File: config.mk
export PLATFORM = sky130hd
export DESIGN_NAME = id_ex_stage
export DESIGN_NICKNAME = d
export VERILOG_FILES = /design/src/rtl/cpu_pkg.sv /design/src/rtl/id_ex_stage_fwd_mux.sv /design/src/rtl/id_ex_stage.sv
export SDC_FILE = /design/constraint.sdc
export NUM_CORES = 1
export LEC_CHECK = 0
export CAP_MARGIN = 0
export CORE_MARGIN = 2
export CORE_UTILIZATION = 29
export DETAILED_ROUTE_END_ITERATION = 8
export PLACE_DENSITY = 0.77
export SYNTH_ARGS = -nofsm -noshare
export SYNTH_HDL_FRONTEND = slang
export SYNTH_SLANG_ARGS = --single-unit
File: constraint.sdc
create_clock -name clk_i -period 1.2 [get_ports clk_i]
set_input_delay 0.24 -clock clk_i [delete_from_list [all_inputs] [get_ports clk_i]]
set_output_delay 0.24 -clock clk_i [all_outputs]
set_load 0.01 [all_outputs]
File: src/rtl/cpu_pkg.sv
// Shared CPU definitions: ALU opcodes, datapath widths and the hard-wired zero register.
package cpu_pkg;

  localparam int DW   = 32;
  localparam int AW   = 5;
  localparam int IMMW = 16;

  localparam logic [AW-1:0] REG_ZERO = '0;

  localparam logic [3:0] ALU_AND  = 4'b0000;
  localparam logic [3:0] ALU_OR   = 4'b0001;
  localparam logic [3:0] ALU_ADD  = 4'b0010;
  localparam logic [3:0] ALU_SUB  = 4'b0011;
  localparam logic [3:0] ALU_SLT  = 4'b0100;
  localparam logic [3:0] ALU_SLL  = 4'b0101;
  localparam logic [3:0] ALU_SRLV = 4'b0110;
  localparam logic [3:0] ALU_BEQ  = 4'b0111;
  localparam logic [3:0] ALU_LUI  = 4'b1000;
  localparam logic [3:0] ALU_ORI  = 4'b1001;
  localparam logic [3:0] ALU_BNE  = 4'b1010;

endpackage

File: src/rtl/id_ex_stage_fwd_mux.sv
// Operand forwarding select for one register read port (EX/MEM beats MEM/WB beats regfile).
// Forwarding is built only when ID_EX_FWD_EN is defined; otherwise the regfile data passes through.
module fwd_mux
  import cpu_pkg::*;
#(
  parameter int DW = cpu_pkg::DW,
  parameter int AW = cpu_pkg::AW
) (
  input  logic [AW-1:0] addr,
  input  logic [DW-1:0] reg_data,
  input  logic          exmem_reg_write,
  input  logic [AW-1:0] exmem_rd,
  input  logic [DW-1:0] exmem_result,
  input  logic          memwb_reg_write,
  input  logic [AW-1:0] memwb_rd,
  input  logic [DW-1:0] memwb_result,
  output logic [DW-1:0] data
);

`ifdef ID_EX_FWD_EN
  logic exmem_hit;
  logic memwb_hit;

  // r0 is hard-wired zero, so a pending write to it must never shadow the regfile value
  assign exmem_hit = exmem_reg_write && (exmem_rd != AW'(REG_ZERO)) && (exmem_rd == addr);
  assign memwb_hit = memwb_reg_write && (memwb_rd != AW'(REG_ZERO)) && (memwb_rd == addr);

  always_comb begin
    data = reg_data;
    if (exmem_hit)
      data = exmem_result;
    else if (memwb_hit)
      data = memwb_result;
  end
`else
  logic unused_fwd;

  // Hazards are resolved by stalling upstream, so the pipeline write ports are ignored
  assign unused_fwd = ^{addr, exmem_reg_write, exmem_rd, exmem_result,
                        memwb_reg_write, memwb_rd, memwb_result};
  assign data = reg_data;
`endif

endmodule

File: src/rtl/id_ex_stage.sv
// ID/EX pipeline register feeding the ALU, with capture-time forwarding and valid/ready flow control.
// Optional macro ID_EX_FWD_EN enables EX/MEM and MEM/WB operand forwarding.
module id_ex_stage
  import cpu_pkg::*;
#(
  parameter int DW   = cpu_pkg::DW,
  parameter int AW   = cpu_pkg::AW,
  parameter int IMMW = cpu_pkg::IMMW
) (
  input  logic            clk_i,
  input  logic            rst_i,
  input  logic            flush_i,
  input  logic            in_valid_i,
  output logic            in_ready_o,
  input  logic [DW-1:0]   rs_data_i,
  input  logic [DW-1:0]   rt_data_i,
  input  logic [IMMW-1:0] imm_i,
  input  logic            imm_zext_i,
  input  logic            alu_src_i,
  input  logic [AW-1:0]   rs_addr_i,
  input  logic [AW-1:0]   rt_addr_i,
  input  logic [AW-1:0]   rd_addr_i,
  input  logic [3:0]      alu_ctrl_i,
  input  logic            reg_write_i,
  input  logic            exmem_reg_write_i,
  input  logic [AW-1:0]   exmem_rd_i,
  input  logic [DW-1:0]   exmem_result_i,
  input  logic            memwb_reg_write_i,
  input  logic [AW-1:0]   memwb_rd_i,
  input  logic [DW-1:0]   memwb_result_i,
  output logic            out_valid_o,
  input  logic            out_ready_i,
  output logic [DW-1:0]   src1_o,
  output logic [DW-1:0]   src2_o,
  output logic [3:0]      ctrl_o,
  output logic [AW-1:0]   rd_o,
  output logic            reg_write_o
);

  typedef enum logic {EMPTY = 1'b0, FULL = 1'b1} state_t;

  state_t          state;
  state_t          state_next;
  logic            capture;
  logic [DW-1:0]   rs_fwd;
  logic [DW-1:0]   rt_fwd;
  logic [DW-1:0]   imm_ext;
  logic [DW-1:0]   src2_next;
  logic            reg_write_q;

  fwd_mux #(.DW(DW), .AW(AW)) u_fwd_rs (
    .addr            (rs_addr_i),
    .reg_data        (rs_data_i),
    .exmem_reg_write (exmem_reg_write_i),
    .exmem_rd        (exmem_rd_i),
    .exmem_result    (exmem_result_i),
    .memwb_reg_write (memwb_reg_write_i),
    .memwb_rd        (memwb_rd_i),
    .memwb_result    (memwb_result_i),
    .data            (rs_fwd)
  );

  fwd_mux #(.DW(DW), .AW(AW)) u_fwd_rt (
    .addr            (rt_addr_i),
    .reg_data        (rt_data_i),
    .exmem_reg_write (exmem_reg_write_i),
    .exmem_rd        (exmem_rd_i),
    .exmem_result    (exmem_result_i),
    .memwb_reg_write (memwb_reg_write_i),
    .memwb_rd        (memwb_rd_i),
    .memwb_result    (memwb_result_i),
    .data            (rt_fwd)
  );

  assign out_valid_o = (state == FULL);
  assign in_ready_o  = !out_valid_o || out_ready_i;
  assign capture     = in_valid_i && in_ready_o && !flush_i;

  assign imm_ext   = imm_zext_i ? {{(DW-IMMW){1'b0}}, imm_i}
                                : {{(DW-IMMW){imm_i[IMMW-1]}}, imm_i};
  assign src2_next = alu_src_i ? imm_ext : rt_fwd;

  // Flush wins over everything; a drain empties the stage unless a new entry lands in the same cycle
  always_comb begin
    state_next = state;
    if (flush_i)
      state_next = EMPTY;
    else if (capture)
      state_next = FULL;
    else if (out_ready_i)
      state_next = EMPTY;
  end

  always_ff @(posedge clk_i) begin
    if (!rst_i) begin
      state       <= EMPTY;
      src1_o      <= '0;
      src2_o      <= '0;
      ctrl_o      <= '0;
      rd_o        <= '0;
      reg_write_q <= 1'b0;
    end else begin
      state <= state_next;
      if (capture) begin
        src1_o      <= rs_fwd;
        src2_o      <= src2_next;
        ctrl_o      <= alu_ctrl_i;
        rd_o        <= rd_addr_i;
        reg_write_q <= reg_write_i;
      end
    end
  end

  // Payload is left stale after drain/flush, so the writeback enable is qualified here
  assign reg_write_o = reg_write_q && out_valid_o;

endmodule

==> key figures <==
Timing
  – Setup repair after global routing missed its margin: true
  – Worst setup slack after layout: -0.0850 ns
  – Post-route clock period utilization: 107%
  – Actual slew at the worst max-slew pin: 0.306 ns
  – Final setup viols: 54
  – Post-Route Setup TNS: -2.05 ns
  – Hold violation count in the final report: 0
  – Worst Clk Skew: 0.00658 ns
  – Final number of max-transition violations: 0
  – Timing-limited maximum frequency: 778 MHz
  – Slew HR: 79.5%
  – Time the final worst path needs with I/O delays and setup: 1.29 ns

Run
  – Maxcap violations: 0

Floorplanning
  – Row count: 37
  – Die outline area: 11,400 um^2
  – Width of the chip: 107 um
  – Core box area: 10,300 um^2
  – Initial core utilization: 29.8%
  – Number of primary I/O pins: 259
  – Die H: 107 um

Clocking
  – Number of hold buffers added after cts: 0
  – TritonCTS Sinks: 75
  – Total number of H-tree levels: 3
  – Number of buffers on the longest clock path: 2
  – Clock insertion delay at the later pin of the skew report: 0.35 ns
  – Clock-pin transition on the worst setup and hold timing paths: 0.07 ns
  – CTS tree: yes
  – Number of CTS-inserted buffers: 9
  – Clock root buffer master: clkbuf_8

Setup path
  – Worst r2r dst: src2_o[6]$_SDFFE_PN0P_
  – Worst R2R Setup Slack: -0.09 ns
  – Crit start category: register
  – Slowest stage cell, crit path: dfxtp_2
  – Worst reg2reg path startpoint: out_valid_o$_SDFFE_PP0P_
  – Required arrival time at the worst endpoint: 0.96 ns
  – Crit. End Element: output pin
  – Critical path data arrival time: 1.05 ns
  – R2R cell count: 6
  – Highest fanout seen on the critical path: 4
  – Worst-path cell chain: nor2b_4, inv_6, buf_6
  – Max stage delay on crit path: 0.33 ns
  – Critical path class: register to output pin

Synthesis
  – Share of flip-flops with an asynchronous set or reset after synthesis: 0%
  – Yosys top cell area share: 48.8%
  – Cell type contributing the most total cell area after synthesis: dfxtp_1
  – Netlist area before placement: 3070 um^2
  – Count of mapped cells out of synthesis: 330
  – Number of enable-type register cells in the synthesized netlist: 0
  – Flip-flop cell with the highest count after synthesis: dfxtp_1
  – Sequential element share of the synthesized area: 48.8%
  – Synth top area cells: dfxtp_1 49%, a21oi_1 9.4%, nand3_1 6.8%
  – Post-synthesis sequential element count: 75
  – Post-synth net total: 513
  – Ys Warns: 0
  – Distinct cell type count after synthesis: 26
  – Average footprint of a synthesized cell: 9.32 um^2

Detailed routing
  – Routed length per instance: 17.4 um
  – Detailed Route WL: 11,300 um
  – Number of DRC markers after the initial detailed-route iteration: 167
  – Antenna-violating nets left: 0
  – DR vias/cell: 5.01
  – DRC violation count after routing: 0
  – Drt pass-1 iters: 5
  – Vias: 3,237

Hold path
  – Hold wc startpoint: flush_i
  – Worst min-delay path endpoint: out_valid_o$_SDFFE_PP0P_
  – Worst Hold Path Cells: 2
  – Worst hold path type: input port to register

GRT
  – GRT overflow: 0
  – Via count of the first global-routing pass: 3,250
  – Total global-route track usage: 19.0%
  – Antenna violations before repair: 0
  – Global-route wire length before repair: 16,700 um
  – Pin count of the biggest net entering global routing: 30

Power and ir drop
  – Total Power Consumption: 6410 uW
  – Leakage component of the power: 0.00215 uW
  – Power density over the cells: 1180 nW/um^2
  – Worst VDD drop: 0.473 mV

Finish
  – Post-route standard cell area excluding fillers: 5420 um^2
  – P&R area growth vs syn: 76.4%
  – Layout cell share with drive strength beyond 1: 33.9%
  – Post-route non-filler standard cell count: 646
  – Antenna diode count: 0
  – Final #Nets: 688

Placed design
  – I/O Buffers: 172
  – Placed Cells: 620
  – Placer congestion estimate: 0.769
  – Post-detailed-placement cell area: 4980 um^2
  – Estimated wirelength of the detail-placed design: 7080 um

Status
  – Result of the run: complete, but fails checks
  – Failing checks: setup timing
timing repair:
action | CTS | global route
pin swaps | 1 | 45
setup endpoints to repair | 151 | 130
setup buffers | 2 | 1
cloned | 4 | 3
gates resized for setup | 196 | 142
stage by stage:
stage	hold slack (ns)	utilization, %	setup WS (ns)
finish	0.280	52.5	-0.0850
floorplan	0.312	-	-0.00566
global route	0.298	52.5	-0.151
detailed placement	0.469	48.3	-0.591
global placement	0.461	48.3	-0.553
CTS	0.270	53.2	-0.119
report_power, final:
part / switching (uW) / total (uW) / internal, uW
registers: 82.9 / 2710 / 2630
clock network: 921 / 2470 / 1550
logic: 538 / 1230 / 691
layout by cell type, fill, tap and decap left out, types with 10 or more instances in the layout:
| cell type | netlist | routed |
|---|---|---|
| buf_2 | 10 | 16 |
| o21ai_1 | 0 | 29 |
| clkdlybuf4s50_1 | 0 | 93 |
| clkbuf_8 | 0 | 12 |
| nand3_1 | 42 | 42 |
| dfxtp_1 | 75 | 70 |
| o221a_2 | 16 | 16 |
| a211oi_2 | 0 | 11 |
| mux2i_1 | 15 | 14 |
| buf_4 | 8 | 10 |
| a21oi_1 | 58 | 49 |
| clkbuf_2 | 0 | 44 |
| nor2b_1 | 15 | 14 |
| clkdlybuf4s15_1 | 0 | 10 |
worst max-delay path: cells and delay by family, from the launching register on:
family / cells / cell delay, ns
buffers and inverters: 2 / 0.18
DFF: 1 / 0.33
and+or+nand+nor: 1 / 0.20
state kept, by name, indices dropped and copies added, names as in the netlist:
name and count:
reg_write_q 1, out_valid_o 1, ctrl_o 4, src2_o 32, src1_o 32, rd_o 5
cells by family (layout without fill, tap and decap cells):
family	after synthesis	in the layout	share of synthesized area, %
AOI/OAI and AO/OA	133	134	26.8
buffers and inverters	40	219	7.45
DFF	75	75	48.8
muxes	15	15	4.88
and+or+nand+nor	67	67	12.0
metal layers:
metal / global-route usage [%] / wire, um / up-vias
met5: 0 / 0 / -
met4: 7.33 / 193 / 0
met3: 6.50 / 962 / 14
met2: 32.4 / 5500 / 145
met1: 21.8 / 4610 / 1509
li1: - / - / 1569
synth_stat cells, types with 2 or more instances:
library cell / count
dfxtp_1: 75
a21oi_1: 58
nand3_1: 42
o21ai_0: 42
o221a_2: 16
a211oi_1: 15
mux2i_1: 15
nor2b_1: 15
clkbuf_1: 14
buf_2: 10
buf_4: 8
buf_6: 4
and2b_1: 2
nand2b_1: 2
area by class of cell:
cell class | count | area (um^2)
clock buffers | 12 | 165
clock inverters | 4 | 95.1
fillers | 947 | 4900
inverters | 2 | 12.5
multi-input cells | 216 | 1560
flip-flops and latches | 75 | 1510
well taps | 136 | 170
repair buffers | 201 | 1910
worst max-delay path by stage:
stage                                  start                 endpoint  slack, ns  cells after the start
finish              out_valid_o$_SDFFE_PP0P_               in_ready_o      -0.09                      3
global route        out_valid_o$_SDFFE_PP0P_   src2_o[8]$_SDFFE_PN0P_      -0.15                      6
CTS                 out_valid_o$_SDFFE_PP0P_               in_ready_o      -0.12                      3
detailed placement               out_ready_i  src2_o[21]$_SDFFE_PN0P_      -0.59                      6
global placement                 out_ready_i  src2_o[28]$_SDFFE_PN0P_      -0.55                      6
floorplan           out_valid_o$_SDFFE_PP0P_  src2_o[27]$_SDFFE_PN0P_     -0.006                      6
Note: power is estimated with default switching activity, not from simulation.
